File: config.mk
export PLATFORM = sky130hd
export DESIGN_NAME = series_job_sequencer
export DESIGN_NICKNAME = d
export VERILOG_FILES = /design/src/rtl/series_job_sequencer.sv
export SDC_FILE = /design/constraint.sdc
export NUM_CORES = 1
export LEC_CHECK = 0
export BUFFER_PORTS_ARGS = -buffer_cell sky130_fd_sc_hd__buf_2
export CORE_UTILIZATION = 54
export CTS_CLUSTER_DIAMETER = 100
export CTS_CLUSTER_SIZE = 20
export DETAILED_ROUTE_END_ITERATION = 10
export PLACE_DENSITY = 0.91
export RECOVER_POWER = 50
export SYNTH_ARGS = -nofsm -noshare
export SYNTH_HDL_FRONTEND = slang
export SYNTH_SLANG_ARGS = --single-unit
File: constraint.sdc
create_clock -name clk -period 4.5 [get_ports clk]
set_input_delay 0.225 -clock clk [delete_from_list [all_inputs] [get_ports clk]]
set_output_delay 0.225 -clock clk [all_outputs]
set_load 0.02 [all_outputs]
File: src/rtl/series_job_sequencer.sv
// -----------------------------------------------------------------------------
// series_job_sequencer
//
// Feeds operands one at a time to the multi-cycle series-evaluation core.
// An operand accepted on the input stream is registered onto core_x and a
// one-cycle core_start pulse is issued. The sequencer then follows the core's
// ready/busy handshake: first it waits for the core to leave Idle, then for
// the core to return. When the core is back in Idle, its result is captured
// into a single-entry output slot that is drained over a valid/ready stream.
// A watchdog bounds each job. A hung job is abandoned and a sticky error is
// raised.
//
// Ports
//   clk, rst            : clock and asynchronous active-high reset
//   in_valid / in_data  : operand stream in
//   in_ready            : operand stream ready. It is high only in IDLE and
//                         only while the core is ready.
//   core_start          : one-cycle start pulse to the core controller
//   core_x              : registered operand held for the core datapath
//   core_ready          : core controller ready (high while the core is idle)
//   core_result         : core result register
//   out_valid / out_data: result stream out, with backpressure
//   out_ready           : downstream accepts the result
//   timeout_err         : sticky; a job hit TIMEOUT
//   job_count           : number of captured results, modulo 2^CW
//   busy                : sequencer is not in IDLE
//
// TIMEOUT must satisfy 2 <= TIMEOUT < 2^TW.
// -----------------------------------------------------------------------------
module series_job_sequencer #(
    parameter int WIDTH   = 16,
    parameter int TIMEOUT = 255,
    parameter int TW      = 8,
    parameter int CW      = 16
) (
    input  logic             clk,
    input  logic             rst,
    input  logic             in_valid,
    input  logic [WIDTH-1:0] in_data,
    output logic             in_ready,
    output logic             core_start,
    output logic [WIDTH-1:0] core_x,
    input  logic             core_ready,
    input  logic [WIDTH-1:0] core_result,
    output logic             out_valid,
    output logic [WIDTH-1:0] out_data,
    input  logic             out_ready,
    output logic             timeout_err,
    output logic [CW-1:0]    job_count,
    output logic             busy
);

    typedef enum logic [1:0] {
        IDLE,
        LAUNCH,
        WAIT_BUSY,
        WAIT_DONE
    } state_t;

    state_t           state_q, state_d;
    logic             core_start_q, core_start_d;
    logic [WIDTH-1:0] core_x_q, core_x_d;
    logic             out_valid_q, out_valid_d;
    logic [WIDTH-1:0] out_data_q, out_data_d;
    logic             timeout_err_q, timeout_err_d;
    logic [CW-1:0]    job_count_q, job_count_d;
    logic [TW-1:0]    wd_q, wd_d;

    // The output slot can take a new result when it is empty, or when it
    // is being drained on this same edge.
    logic slot_free;
    logic timed_out;

    assign slot_free = ~out_valid_q | out_ready;
    assign timed_out = (wd_q == TW'(TIMEOUT));

    always_ff @(posedge clk or posedge rst) begin
        if (rst) begin
            state_q       <= IDLE;
            core_start_q  <= 1'b0;
            core_x_q      <= '0;
            out_valid_q   <= 1'b0;
            out_data_q    <= '0;
            timeout_err_q <= 1'b0;
            job_count_q   <= '0;
            wd_q          <= '0;
        end else begin
            state_q       <= state_d;
            core_start_q  <= core_start_d;
            core_x_q      <= core_x_d;
            out_valid_q   <= out_valid_d;
            out_data_q    <= out_data_d;
            timeout_err_q <= timeout_err_d;
            job_count_q   <= job_count_d;
            wd_q          <= wd_d;
        end
    end

    always_comb begin
        state_d       = state_q;
        core_start_d  = 1'b0;
        core_x_d      = core_x_q;
        // The slot drains on a handshake unless a capture below refills it.
        out_valid_d   = out_valid_q & ~out_ready;
        out_data_d    = out_data_q;
        timeout_err_d = timeout_err_q;
        job_count_d   = job_count_q;
        wd_d          = wd_q;

        case (state_q)
            IDLE: begin
                wd_d = '0;
                if (in_valid && core_ready) begin
                    core_x_d     = in_data;
                    core_start_d = 1'b1;
                    state_d      = LAUNCH;
                end
            end

            LAUNCH: begin
                wd_d    = TW'(1);
                state_d = WAIT_BUSY;
            end

            WAIT_BUSY: begin
                if (timed_out) begin
                    timeout_err_d = 1'b1;
                    wd_d          = '0;
                    state_d       = IDLE;
                end else begin
                    wd_d = wd_q + TW'(1);
                    if (!core_ready) begin
                        state_d = WAIT_DONE;
                    end
                end
            end

            WAIT_DONE: begin
                // A capture takes priority over a timeout on the same cycle.
                // The result is already available in that case.
                if (core_ready && slot_free) begin
                    out_data_d  = core_result;
                    out_valid_d = 1'b1;
                    job_count_d = job_count_q + CW'(1);
                    wd_d        = '0;
                    state_d     = IDLE;
                end else if (timed_out) begin
                    timeout_err_d = 1'b1;
                    wd_d          = '0;
                    state_d       = IDLE;
                end else if (!core_ready) begin
                    // Count only while the core is still working. A stall
                    // on a full output slot is not charged to the job.
                    wd_d = wd_q + TW'(1);
                end
            end

            default: begin
                state_d = IDLE;
            end
        endcase
    end

    assign in_ready    = (state_q == IDLE) && core_ready;
    assign busy        = (state_q != IDLE);
    assign core_start  = core_start_q;
    assign core_x      = core_x_q;
    assign out_valid   = out_valid_q;
    assign out_data    = out_data_q;
    assign timeout_err = timeout_err_q;
    assign job_count   = job_count_q;

endmodule
==> results by stage, run 1 <==
Route:
- The DRC violations left is 0.
- Before antenna repair, the detailed router went through 4 iterations.
- The count of nets left with antenna violations once routing finished came out at 0.
- The initial detailed-routing violation count is 103.
- The detailed router placed 1937 vias in this run.
- The average wire per standard cell is 14.6 um.
- The wire length after detailed routing is 5360 um.
- The ratio of routed vias to standard cells is 5.28.

CTS:
- Post-CTS repair changed the size of 0 cells.
- The maximum level of the CTS H-tree is 3.
- The clock latency at the later pin of the worst-skew pair is 0.33 ns.
- Clock tree synthesis found a total of 61 sinks.
- The maximum count of clock buffers along a single path is 2.
- The buffer type at the clock tree root is sky130_fd_sc_hd__clkbuf_8.
- The total of hold buffers inserted after clock tree synthesis is 0.
- TritonCTS built the clock tree.
- The number of buffers inserted during clock tree synthesis is 9.
- The clock-pin slew on the worst setup and hold paths is 0.07 ns.
- After clock tree synthesis, the setup repair step added 0 buffers.

Floorplanning:
- The floorplan has 25 rows.
- The die footprint is 5320 um2.
- The count of pins on the block boundary is 90.
- The starting density of the core is 56.8%.
- The core area is 4790 um2.
- Measured along the x axis, the die boundary spans 72.9 um.
- The vertical die dimension is 72.9 um.

Cells and area:
- The final net count is 334.
- The antenna diode instance count is 0.
- From synthesis to final layout, the design area changed by 23.5%.
- Of the cells placed in the final design, the portion with a size suffix greater than 1 is 38.3%.
- The count of fill cells added during filler insertion is 338.

Synth:
- The number of distinct library cell variants in the gate-level netlist after synthesis is 41.
- After synthesis, the most frequently instantiated cells are 61 x sky130_fd_sc_hd__dfrtp_1, 17 x sky130_fd_sc_hd__mux2_2, 12 x sky130_fd_sc_hd__xnor2_1.
- The portion of the post-synthesis area used by sequential elements is 56.2%.
- During synthesis, Yosys emitted a total of 0 warnings.
- The share of synthesized registers carrying an async set or reset is 100%.
- The share of the synthesized area in the top cell type is 56.2%.
- The synthesized instance count is 200.
- The synthesized flop and latch total is 61.
- The summed instance area of the synthesized netlist is 2720 um2.
- The synthesized area divided by synthesized cell count is 13.6 um2.
- The number of nets handed over by synthesis was 239.
- The largest area contributor in the synthesized netlist is sky130_fd_sc_hd__dfrtp_1.
- In the post-synthesis netlist, the biggest area contributors are sky130_fd_sc_hd__dfrtp_1 56%, sky130_fd_sc_hd__mux2_2 7.0%, sky130_fd_sc_hd__mux2_4 4.4%, sky130_fd_sc_hd__xnor2_1 3.9%, sky130_fd_sc_hd__mux2_1 3.3%.
- The most instantiated library cell after synthesis is sky130_fd_sc_hd__dfrtp_1.
- The synthesized design contains 0 enable-type register cells.
- The prevailing post-synth register cell is sky130_fd_sc_hd__dfrtp_1.

Power:
- The clock network power share is 23.7%.
- The share of total power dissipated in sequential elements is 40.6%.
- The worst-case IR drop observed on VDD is 0.446 mV.
- For this design the static power due to leakage is 1.59 nW.
- The share of total power consumed by net switching is 37.4%.
- Total power for the finished layout comes to 2.18 mW.
- Summed over all nets, the switching power comes to 0.813 mW.
- The internal power summed over all cells is 1.36 mW.
- Combinational logic burns 35.7% of the power.
- Dividing total power by cell area gives a power density of 648 nW/um2.

Setup path:
- The arrival time of data at the critical path endpoint is 2.21 ns.
- The worst reg-to-reg path cell count is 3.
- STA puts the critical path data required time at 4.71 ns.
- The launching element type of the critical path is a register.
- The type of the worst setup path is register to register.
- The critical-path maximum fanout is 18.
- The nature of the critical path endpoint is a register.

Timing:
- Of the available clock period, the critical path in the final layout requires 44.4%.
- The slew at the pin closest to its max-slew limit is 0.870 ns.
- Setup violations remaining at the end of the flow were counted as 0.
- Adding up every negative setup slack in the final design gives 0 ns.
- The final-report max-slew violation count is 0.
- The final hold violation count is 0.
- The maximum operating frequency is 0.501 GHz.
- In this run the tightest slew margin relative to its limit is 42.0%.
- Setup repair after global routing left no endpoint under its margin.
- The post-route clock skew is 0.00674 ns.
- The post-route minimum period is 2.00 ns.

Outcome:
- The flow ran to the end, and the final reports show no timing, DRC or antenna violations.

Global routing:
- The first global-routing pass estimated 8760 um of wire.
- The number of global-route vias before repair is 1869.
- Entering global routing, the biggest net connects 62 pins.
- The number of antenna violations at the first check in global routing is 0.
- The global router's overall resource usage is 22.6%.
- Summed over all layers, the global routing overflow is 0.

Placement:
- Port buffering added 89 buffers.
- The post-DP HPWL is 3730 um.
- At the end of routability-driven placement, the weighted congestion stood at 0.759.

Run:
- Max-cap violations in this run came to 0.

Min path:
- The class of the tightest hold or removal check is input port to register.
- Along the worst hold path, the cell count comes to 2.
[routing by layer]
| layer | GRT usage (%) | routed length (um) | share of wire, % | vias up |
|---|---|---|---|---|
| li1 | - | - | - | 909 |
| met1 | 28.0 | 2260 | 42 | 949 |
| met2 | 35.2 | 2650 | 49 | 73 |
| met3 | 9.53 | 396 | 7.4 | 6 |
| met4 | 8.93 | 59 | 1.1 | 0 |
| met5 | 0 | 0 | 0 | - |
[power groups by stage]
stage | Sequential, mW | Clock (mW) | Combinational, mW
after floorplan | 1.08 | 0 | 0.364
after global placement | 0.875 | 0 | 0.788
after detailed placement | 0.882 | 0 | 0.814
after CTS | 0.882 | 0.527 | 0.817
after global routing | 0.909 | 0.544 | 0.835
final | 0.884 | 0.514 | 0.777
[flip-flops by register name, indices dropped and copies added (netlist names)]
name	count
core_start	1
core_x	16
job_count	16
out_data	16
out_valid	1
state_q	2
timeout_err	1
wd_q	8
[layout by cell type (no fill, tap or decap), drive strengths merged]
cell type  count
a21o           2
a21oi          2
a32o           6
and2           1
and3           5
and4           2
buf           64
bufinv         2
clkbuf        38
clkinv         1
clkinvlp       1
dfrtp         61
ha             2
inv            5
mux2          33
nand2         11
nand2b         1
nand3         11
nand4          5
nor2           8
nor2b          3
nor3           5
nor4           3
o211ai         1
o21a           1
o21ai          5
o22a           1
o22ai          1
o31ai          4
xnor2         12
xor2           3
[cell type report]
| cell class | count | area, um2 | area share (%) |
|---|---|---|---|
| repair buffers | 90 | 420 | 12.5 |
| inverters | 5 | 18.8 | 0.559 |
| clock inverters | 4 | 72.6 | 2.16 |
| well taps | 67 | 83.8 | 2.50 |
| flip-flops and latches | 61 | 1530 | 45.5 |
| multi-input cells | 128 | 1100 | 32.7 |
| clock buffers | 12 | 135 | 4.03 |
[kinds of logic after synthesis]
family / share of synthesized area (%)
xor gates and xnor gates: 4.84
muxes: 14.8
adders and majority gates: 0.921
AOI/OAI and AO/OA: 6.96
and+or+nand+nor: 12.9
DFF: 56.2
buffers and inverters: 3.36
[stage by stage]
step                      util, %  setup slack (ns)  cell area, um2  hold slack, ns  std cells
after detailed placement     66.5              2.50            3180           0.443        351
after CTS                    70.8              2.50            3390          0.0851        367
after global placement       66.5              2.56            3180           0.438        351
final                        70.1              2.50            3360           0.105        367
after floorplan                 -              2.76            2720           0.360        200
after global routing         70.1              2.36            3360          0.0835        367
[critical path, stage by stage, from the launching register on]
cell and delay, ns:
sky130_fd_sc_hd__dfrtp_1 0.49, sky130_fd_sc_hd__nor2_2 0.21, sky130_fd_sc_hd__and3_1 0.76, sky130_fd_sc_hd__mux2_2 0.42
[worst paths after layout]
check                          endpoint  slack [ns]            from
max                           core_x[9]        2.50      state_q[1]
min                         out_data[7]        0.10  core_result[7]
max reg2reg                   core_x[9]        2.50      state_q[1]
min reg2reg                 timeout_err        0.46     timeout_err
max in group asynchronous    core_x[13]        3.92             rst
min in group asynchronous  out_data[14]        0.11             rst
No activity file was read; power rests on OpenSTA's default activity.
==> run 2, diff against run 1 <==
--- a/config.mk
+++ b/config.mk
@@ -5,12 +5,13 @@
 export SDC_FILE = /design/constraint.sdc
 export NUM_CORES = 1
 export LEC_CHECK = 0
+export ABC_AREA = 1
 export BUFFER_PORTS_ARGS = -buffer_cell sky130_fd_sc_hd__buf_2
-export CORE_UTILIZATION = 54
+export CORE_UTILIZATION = 46
 export CTS_CLUSTER_DIAMETER = 100
 export CTS_CLUSTER_SIZE = 20
 export DETAILED_ROUTE_END_ITERATION = 10
-export PLACE_DENSITY = 0.91
+export PLACE_DENSITY = 0.82
 export RECOVER_POWER = 50
 export SYNTH_ARGS = -nofsm -noshare
 export SYNTH_HDL_FRONTEND = slang
==> constraint.sdc (replaced) <==
create_clock -name clk -period 1.6 [get_ports clk]
set_input_delay 0.08 -clock clk [delete_from_list [all_inputs] [get_ports clk]]
set_output_delay 0.08 -clock clk [all_outputs]
set_load 0.02 [all_outputs]
==> run 2 against run 1 <==
Net effect: cell area grew 16%; clock skew up 0.0043 ns; non-clock buffer count up 40; power rose to 2.6 times the previous value; worst setup slack worse by 2.4 ns; combinational power rose to 2.7 times the previous value; sequential cell count is the same; via count is 41% higher; utilization down 4.4 points; highest routed layer unchanged.
==> results by stage, run 2 <==
Global routing:
- The first global-routing pass estimated 11000 um of wire.
- The number of global-route vias before repair came to 2551.
- The overall overflow remaining after global route is 0.
- Global routing used 22.3% of the available tracks across all layers.
- The maximum number of pins on one net before global-route repair is 62.
- The number of antenna violations at the first check in global routing came to 0.

Floorplanning:
- The count of pins on the block boundary is 90.
- The starting density of the core is 47.7%.
- The die is 80.4 um tall.
- The core region is 5920 um2.
- The die footprint is 6460 um2.
- Measured along the x axis, the die boundary spans 80.4 um.
- The floorplan has 28 rows.

Setup path:
- The launching element type of the critical path is a register.
- Along the worst path, the maximum fanout reaches 6.
- The arrival time of data at the critical path endpoint is 1.69 ns.
- The stage delay of the slowest cell on the critical path is 0.38 ns.
- The most numerous cell type found on the critical path is sky130_fd_sc_hd__nand3_1.
- The worst reg-to-reg path cell count is 8.
- The type of the worst setup path is register to register.
- The standard cell with the maximum stage delay on the critical path is sky130_fd_sc_hd__dfrtp_1.
- Traced cell by cell, the critical path runs through ha_1 -> nand3_1 -> inv_1 -> nand2_2 -> buf_4 -> and2_1 -> nand3_1 -> nand2_1.
- The nature of the critical path endpoint is a register.
- The critical path data required time is 1.82 ns.
- The critical path crosses 8 cells after its start point.
- Grouping stages by cell kind, the critical path spends the most delay in simple AND/OR/NAND/NOR gates.
- The buffer and inverter count on the worst path is 2.

CTS:
- The clock-pin slew on the worst setup and hold paths is 0.07 ns.
- The buffer type at the clock tree root is sky130_fd_sc_hd__clkbuf_8.
- The clock latency at the later pin of the worst-skew pair is 0.34 ns.
- No sink is reached through more buffers than the 2 on the longest clock path.
- TritonCTS built the clock tree.
- The sink count of the clock tree is 61.
- After clock tree synthesis, the setup repair step added 0 buffers.
- The H-tree generated during clock tree synthesis spans 3 levels.
- The number of buffers inserted during clock tree synthesis is 9.

Run:
- The count of max-cap constraint violations is 0.

Synth:
- The netlist uses 24 different library cells.
- The most instantiated library cell after synthesis is sky130_fd_sc_hd__nand2_1.
- The share of the Yosys chip area taken by registers is 54.0%.
- The summed instance area of the synthesized netlist is 2830 um2.
- The synthesized flop and latch total is 61.
- Synthesis handed over a netlist of 359 instances.
- The number of nets in the synthesized netlist is 398.
- The synthesized area divided by synthesized cell count is 7.87 um2.
- In the synthesized netlist the async set-or-reset flop fraction comes to 100%.
- The share of the synthesized area in the top cell type is 54.0%.
- Sorting the synthesized cells by area gives the leading types as sky130_fd_sc_hd__dfrtp_1 54%, sky130_fd_sc_hd__nand2_1 24%, sky130_fd_sc_hd__inv_1 3.9%, sky130_fd_sc_hd__nand3_1 3.5%, sky130_fd_sc_hd__nor2_1 2.8%.
- The number of warnings printed during yosys synthesis is 0.
- The prevailing post-synth register cell is sky130_fd_sc_hd__dfrtp_1.
- The number of synthesized flops with an enable pin is 0.
- Summed over all instances, the cell type with the most area after synthesis is sky130_fd_sc_hd__dfrtp_1.
- By count the netlist is led by 181 x sky130_fd_sc_hd__nand2_1, 61 x sky130_fd_sc_hd__dfrtp_1, 29 x sky130_fd_sc_hd__inv_1.

Min path:
- The worst hold path was traced through 3 stages.
- The min-delay analysis places its worst path in the category input port to register.

Power:
- The internal power of the cells totals 3.37 mW.
- VDD sags by at most 1.11 mV.
- In this run switching power makes up 40.6% of total power.
- The power per unit of standard cell area is 1460 nW/um2.
- The total power after layout is 5.67 mW.
- The fraction of power consumed by combinational cells is 36.5%.
- The clock network power share is 22.2%.
- The sequential share of power is 41.3%.
- The leakage dissipation is 2.12 nW.
- The switching power is 2.30 mW.

Timing:
- Setup repair after global routing left no endpoint under its margin.
- The remaining max-slew budget at the tightest pin is 46.5%.
- The post-route clock skew is 0.0110 ns.
- The final setup violation count is 0.
- The worst path uses 91.9% of the clock period.
- The final-report max-slew violation count is 0.
- The final hold violation count is 0.
- The slew at the pin closest to its max-slew limit is 0.803 ns.
- After layout, the minimum clock period comes to 1.47 ns.
- The maximum operating frequency is 0.680 GHz.

Cells and area:
- The post-synthesis to final-layout area growth is 37.6%.
- The antenna diode instance count is 0.
- In the final design database the tool counted 532 nets.
- The ratio of cells with drive above 1 in the final layout is 20.3%.
- Leaving out fill and tap cells, the most frequent cells in the layout are 181 x sky130_fd_sc_hd__nand2_1, 64 x sky130_fd_sc_hd__buf_2, 61 x sky130_fd_sc_hd__dfrtp_1.
- Leaving out fill and tap cells, the most frequent cell in the layout is sky130_fd_sc_hd__nand2_1.
- The final core utilization is 65.7%.

Route:
- For this run, design rule violations remaining after detail routing come to 0.
- In this run, the number of DRC markers left after iteration 0 of detailed routing was 103.
- Dividing the detail-routed wire length by the instance count gives 11.8 um.
- The wire length after detailed routing is 6780 um.
- The ratio of routed vias to standard cells is 4.79.
- The final antenna-violating net count is 0.
- Across all layers, the routed design uses 2738 vias.
- For this run, the detailed router's first-pass iteration total came to 4.

Placement:
- Routability-driven placement finished with a final weighted congestion of 0.815.
- The number of buffers inserted by port buffering is 89.
- Summed over all nets, the half-perimeter wirelength after detailed placement is 4450 um.

Outcome:
- The flow ran to the end, and the final reports show no timing, DRC or antenna violations.
## run 2: worst min-delay path, delay by kind of cell
| family | cells | cell delay, ns |
|---|---|---|
| and+or+nand+nor | 2 | 0.20 |
| buffers and inverters | 1 | 0.09 |
## run 2: cells by family after synthesis
logic type / count (synthesis) / synth area share, %
DFF: 61 / 54.0
AOI/OAI and AO/OA: 7 / 1.42
xor gates and xnor gates: 10 / 3.10
adders and majority gates: 2 / 0.885
buffers and inverters: 39 / 5.89
and+or+nand+nor: 240 / 34.7
## run 2: area by class of cell
| class | instances | area [um2] |
|---|---|---|
| fill | 513 | 2030 |
| sequential | 61 | 1530 |
| multi-input combinational | 259 | 1150 |
| timing repair buffer | 130 | 817 |
| clock buffer | 12 | 165 |
| inverter | 32 | 120 |
| tap | 75 | 93.8 |
| clock inverter | 3 | 20.0 |
## run 2: through the flow
stage | hold slack (ns) | TNS (ns) | instance area, um2 | instances | setup slack, ns
floorplan | 0.197 | 0 | 2830 | 359 | 0.00696
finish | 0.0911 | 0 | 3890 | 572 | 0.130
detailed placement | 0.176 | -0.103 | 3400 | 524 | -0.0328
CTS | 0.0804 | 0 | 3930 | 572 | 0.0852
global placement | 0.167 | 0 | 3400 | 524 | 0.0448
global route | 0.108 | 0 | 3890 | 572 | 0.0271
## run 2: worst paths after layout
| path | endpoint | start | slack, ns |
|---|---|---|---|
| setup reg to reg | wd_q[7] | wd_q[1] | 0.13 |
| hold / removal | core_start | in_valid | 0.09 |
| hold reg to reg | core_x[7] | core_x[7] | 0.47 |
| setup / recovery | wd_q[7] | wd_q[1] | 0.13 |
| max in group asynchronous | wd_q[2] | rst | 0.51 |
| min in group asynchronous | core_x[0] | rst | 0.57 |
## run 2: power groups by stage
stage          Combinational (mW)  Clock, mW  Sequential [mW]
3_3_place_gp                 2.03          0             2.32
2_1_floorplan               0.810          0             2.85
6_report                     2.07       1.26             2.34
5_1_grt                      2.31       1.37             2.39
3_5_place_dp                 2.09          0             2.33
4_1_cts                      2.15       1.29             2.32
## run 2: layer usage
| layer | track usage, % | routed length (um) | vias to the layer above |
|---|---|---|---|
| met5 | 0 | 0 | - |
| met4 | 10.0 | 143 | 0 |
| met3 | 4.89 | 366 | 15 |
| met2 | 39.3 | 3400 | 90 |
| met1 | 25.6 | 2870 | 1266 |
| li1 | - | - | 1367 |
## run 2: what timing repair did
action | CTS | global route
hold buffers | 33 | 0
gates resized for setup | 1 | 2
setup endpoints to repair | 6 | 6
endpoints found under the hold margin | 93 | 0
==> run 3, diff against run 2 <==
--- a/config.mk
+++ b/config.mk
@@ -7,11 +7,13 @@
 export LEC_CHECK = 0
 export ABC_AREA = 1
 export BUFFER_PORTS_ARGS = -buffer_cell sky130_fd_sc_hd__buf_2
-export CORE_UTILIZATION = 46
+export CELL_PAD_IN_SITES_DETAIL_PLACEMENT = 1
+export CELL_PAD_IN_SITES_GLOBAL_PLACEMENT = 2
+export CORE_UTILIZATION = 25
 export CTS_CLUSTER_DIAMETER = 100
 export CTS_CLUSTER_SIZE = 20
 export DETAILED_ROUTE_END_ITERATION = 10
-export PLACE_DENSITY = 0.82
+export PLACE_DENSITY = 0.81
 export RECOVER_POWER = 50
 export SYNTH_ARGS = -nofsm -noshare
 export SYNTH_HDL_FRONTEND = slang
==> run 3 against run 2 <==
Net effect: hold slack improved by 0.075 ns; worst setup slack better by 0.041 ns; cell area up 5.7%; via count grew 1.9%; critical path type unchanged; critical endpoint is now wd_q[6]; largest power group unchanged; highest routed layer unchanged.
==> results by stage, run 3 (synthesized netlist as in run 2, its figures left out) <==
Floorplanning:
- The floorplan step defined a core boundary enclosing 10900 um2.
- The die is 108 um tall.
- The number of placement rows is 38.
- The starting density of the core is 25.8%.
- 90 I/O pins were placed.
- The die footprint is 11700 um2.
- Measured along the x axis, the die boundary spans 108 um.

Setup path:
- The critical path data required time is 1.82 ns.
- The worst setup path is launched from a register.
- For the worst setup path, the data arrival time is 1.64 ns.
- The worst register-to-register path has a setup slack of 0.17 ns.
- The worst setup path is captured at a register.
- On the worst path, the slowest cell contributes a delay of 0.40 ns.
- The critical path is of the register to register type.
- The signal on the critical path passes through ha_1 -> nand3_1 -> inv_1 -> nand2_2 -> nand3_1 -> buf_4 -> nand2_1 -> nand2_1 -> nand2_1 -> inv_1.
- The standard cell with the maximum stage delay on the critical path is sky130_fd_sc_hd__dfrtp_1.
- The critical path contains buffers and inverters numbering 3 combined.
- Along the worst path, the maximum fanout reaches 4.
- Among the stages of the critical path, the cell type that occurs most often is sky130_fd_sc_hd__nand2_1.
- The cell family with the largest share of critical-path delay is simple AND/OR/NAND/NOR gates.

Cells and area:
- In the final layout, the multi-input gates occupy 1130 um2.
- The post-synthesis to final-layout area growth is 45.5%.
- Registers take 1530 um2.
- The final layout contains 540 nets.
- The finished cells cover 4110 um2.
- The filler cells instantiated in the layout total 1372.
- In the layout the commonest cells are 181 x sky130_fd_sc_hd__nand2_1, 64 x sky130_fd_sc_hd__buf_2, 60 x sky130_fd_sc_hd__dfrtp_1.
- The final core utilization is 37.6%.
- The library cell used most frequently in the layout, excluding fill and tap cells, is sky130_fd_sc_hd__nand2_1.
- The ratio of cells with drive above 1 in the final layout is 21.0%.
- The antenna diode instance count is 0.

Power:
- The power per unit of standard cell area is 1530 nW/um2.
- Across the VDD grid, the largest voltage drop is 0.553 mV.
- In this run the static leakage power is 2.20 nW.

Route:
- After detailed routing, the number of remaining DRC violations is 0.
- The via count is 2790.
- Dividing the detail-routed via count by the number of cells gives 4.33.
- The average wire per standard cell is 12.4 um.
- The final antenna-violating net count is 0.
- For this block, the routed nets add up to 8010 um of wire.
- Before antenna repair, the detailed router went through 4 iterations.
- The initial detailed-routing violation count is 129.

CTS:
- The number of buffers inserted during clock tree synthesis is 9.
- The buffer type at the clock tree root is sky130_fd_sc_hd__clkbuf_16.
- For the worst-skew pair, the clock arrives at the later sink with an insertion delay of 0.32 ns.
- The maximum level of the CTS H-tree is 3.
- The number of setup buffers added after CTS is 0.
- The tree built by TritonCTS fans out to 61 sinks.
- After clock tree synthesis, the clock-pin slew on the worst setup and hold paths is 0.05 ns.
- The maximum count of clock buffers along a single path is 2.
- TritonCTS built the clock tree.

Timing:
- The post-route minimum period is 1.43 ns.
- Setup violations remaining at the end of the flow were counted as 0.
- The final worst-path cycle share is 89.3%.
- Setup total negative slack on the finished layout was measured at 0 ns.
- Headroom to the max-slew limit came out at 42.5%.
- Setup repair after global routing left no endpoint under its margin.
- The post-route clock skew is 0.00638 ns.
- The slew at the pin closest to its max-slew limit is 0.862 ns.
- The final-report max-slew violation count is 0.
- The final hold violation count is 0.
- The maximum operating frequency is 0.700 GHz.

Global routing:
- After global routing the overflow that remains totals 0.
- The global router's overall resource usage is 14.8%.
- The number of antenna violations at the first check in global routing is 0.
- The first global-routing pass estimated 13600 um of wire.
- The number of global-route vias before repair was 2928.
- The maximum number of pins on one net before global-route repair is 62.

Placement:
- The wire-length estimate of the detail-placed layout is 5590 um.
- The number of buffers inserted by port buffering is 89.
- Routability-driven placement finished with a final weighted congestion of 0.778.
- The placed instance area is 3550 um2.

Run:
- The count of max-cap constraint violations is 0.

Min path:
- The tightest min-delay check is of the input port to register type.

Outcome:
- The flow ran to the end, and the final reports show no timing, DRC or antenna violations.
[run 3: cell count changes in the layout (fill, tap and decap cells not counted)]
cell / delta
sky130_fd_sc_hd__bufinv_16: +1
sky130_fd_sc_hd__clkinvlp_4: -1
sky130_fd_sc_hd__dfrtp_1: -1
sky130_fd_sc_hd__nand3_1: +1
sky130_fd_sc_hd__clkinv_2: +2
sky130_fd_sc_hd__inv_1: +1
sky130_fd_sc_hd__dfrtp_2: +1
sky130_fd_sc_hd__clkbuf_1: +2
sky130_fd_sc_hd__inv_2: -1
sky130_fd_sc_hd__clkbuf_8: -12
sky130_fd_sc_hd__nand3_4: -1
sky130_fd_sc_hd__clkbuf_16: +9
sky130_fd_sc_hd__buf_4: +7
[run 3: final cells by class]
class                   instances  share of cell area [%]
clock buffers                  10                    5.57
clock inverters                 5                    1.28
inverters                      32                    2.92
multi-input cells             259                    27.6
flip-flops and latches         61                    37.2
well taps                     140                    4.26
repair buffers                138                    21.2
[run 3: routing by layer]
layer  GRT usage, %  wire length [um]
met5              0                 0
met2           25.1              3880
met4           3.09                57
met1           18.1              3660
met3           5.24               412
[run 3: timing repair]
action	in CTS	in global routing
endpoints found under the setup margin	0	1
endpoints found under the hold margin	93	0
resized for setup	0	1
hold buffers	33	0
[run 3: stage by stage]
step | hold slack, ns | worst slack [ns] | instances | total power [mW]
2_1_floorplan | 0.197 | 0.00696 | 359 | 3.66
3_3_place_gp | 0.176 | 0.209 | 597 | 4.45
3_5_place_dp | 0.183 | 0.180 | 597 | 4.51
4_1_cts | 0.157 | 0.167 | 645 | 6.47
5_1_grt | 0.171 | 0.0393 | 645 | 6.80
6_report | 0.167 | 0.171 | 645 | 6.28
[run 3: where the power goes]
group | switching (mW) | internal (mW)
sequential | 0.314 | 2.02
clock | 0.655 | 1.19
combinational | 1.42 | 0.688
total | 2.39 | 3.90
[run 3: worst reg2reg max path, delay by kind of cell (launching register included)]
family | cells | cell delay, ns
AND/OR/NAND/NOR | 6 | 0.43
adder cells (fa/ha/maj) | 1 | 0.21
flip-flops | 1 | 0.40
buffers and inverters | 3 | 0.29
[run 3: worst paths after layout]
check / start / end / cells past startpoint
min reg2reg: core_x[5] / core_x[5] / 2
min: core_ready / out_valid / 3
max: wd_q[1] / wd_q[6] / 10
min in group asynchronous: rst / core_x[9] / 4
max reg2reg: wd_q[1] / wd_q[6] / 10
max in group asynchronous: rst / job_count[3] / 4
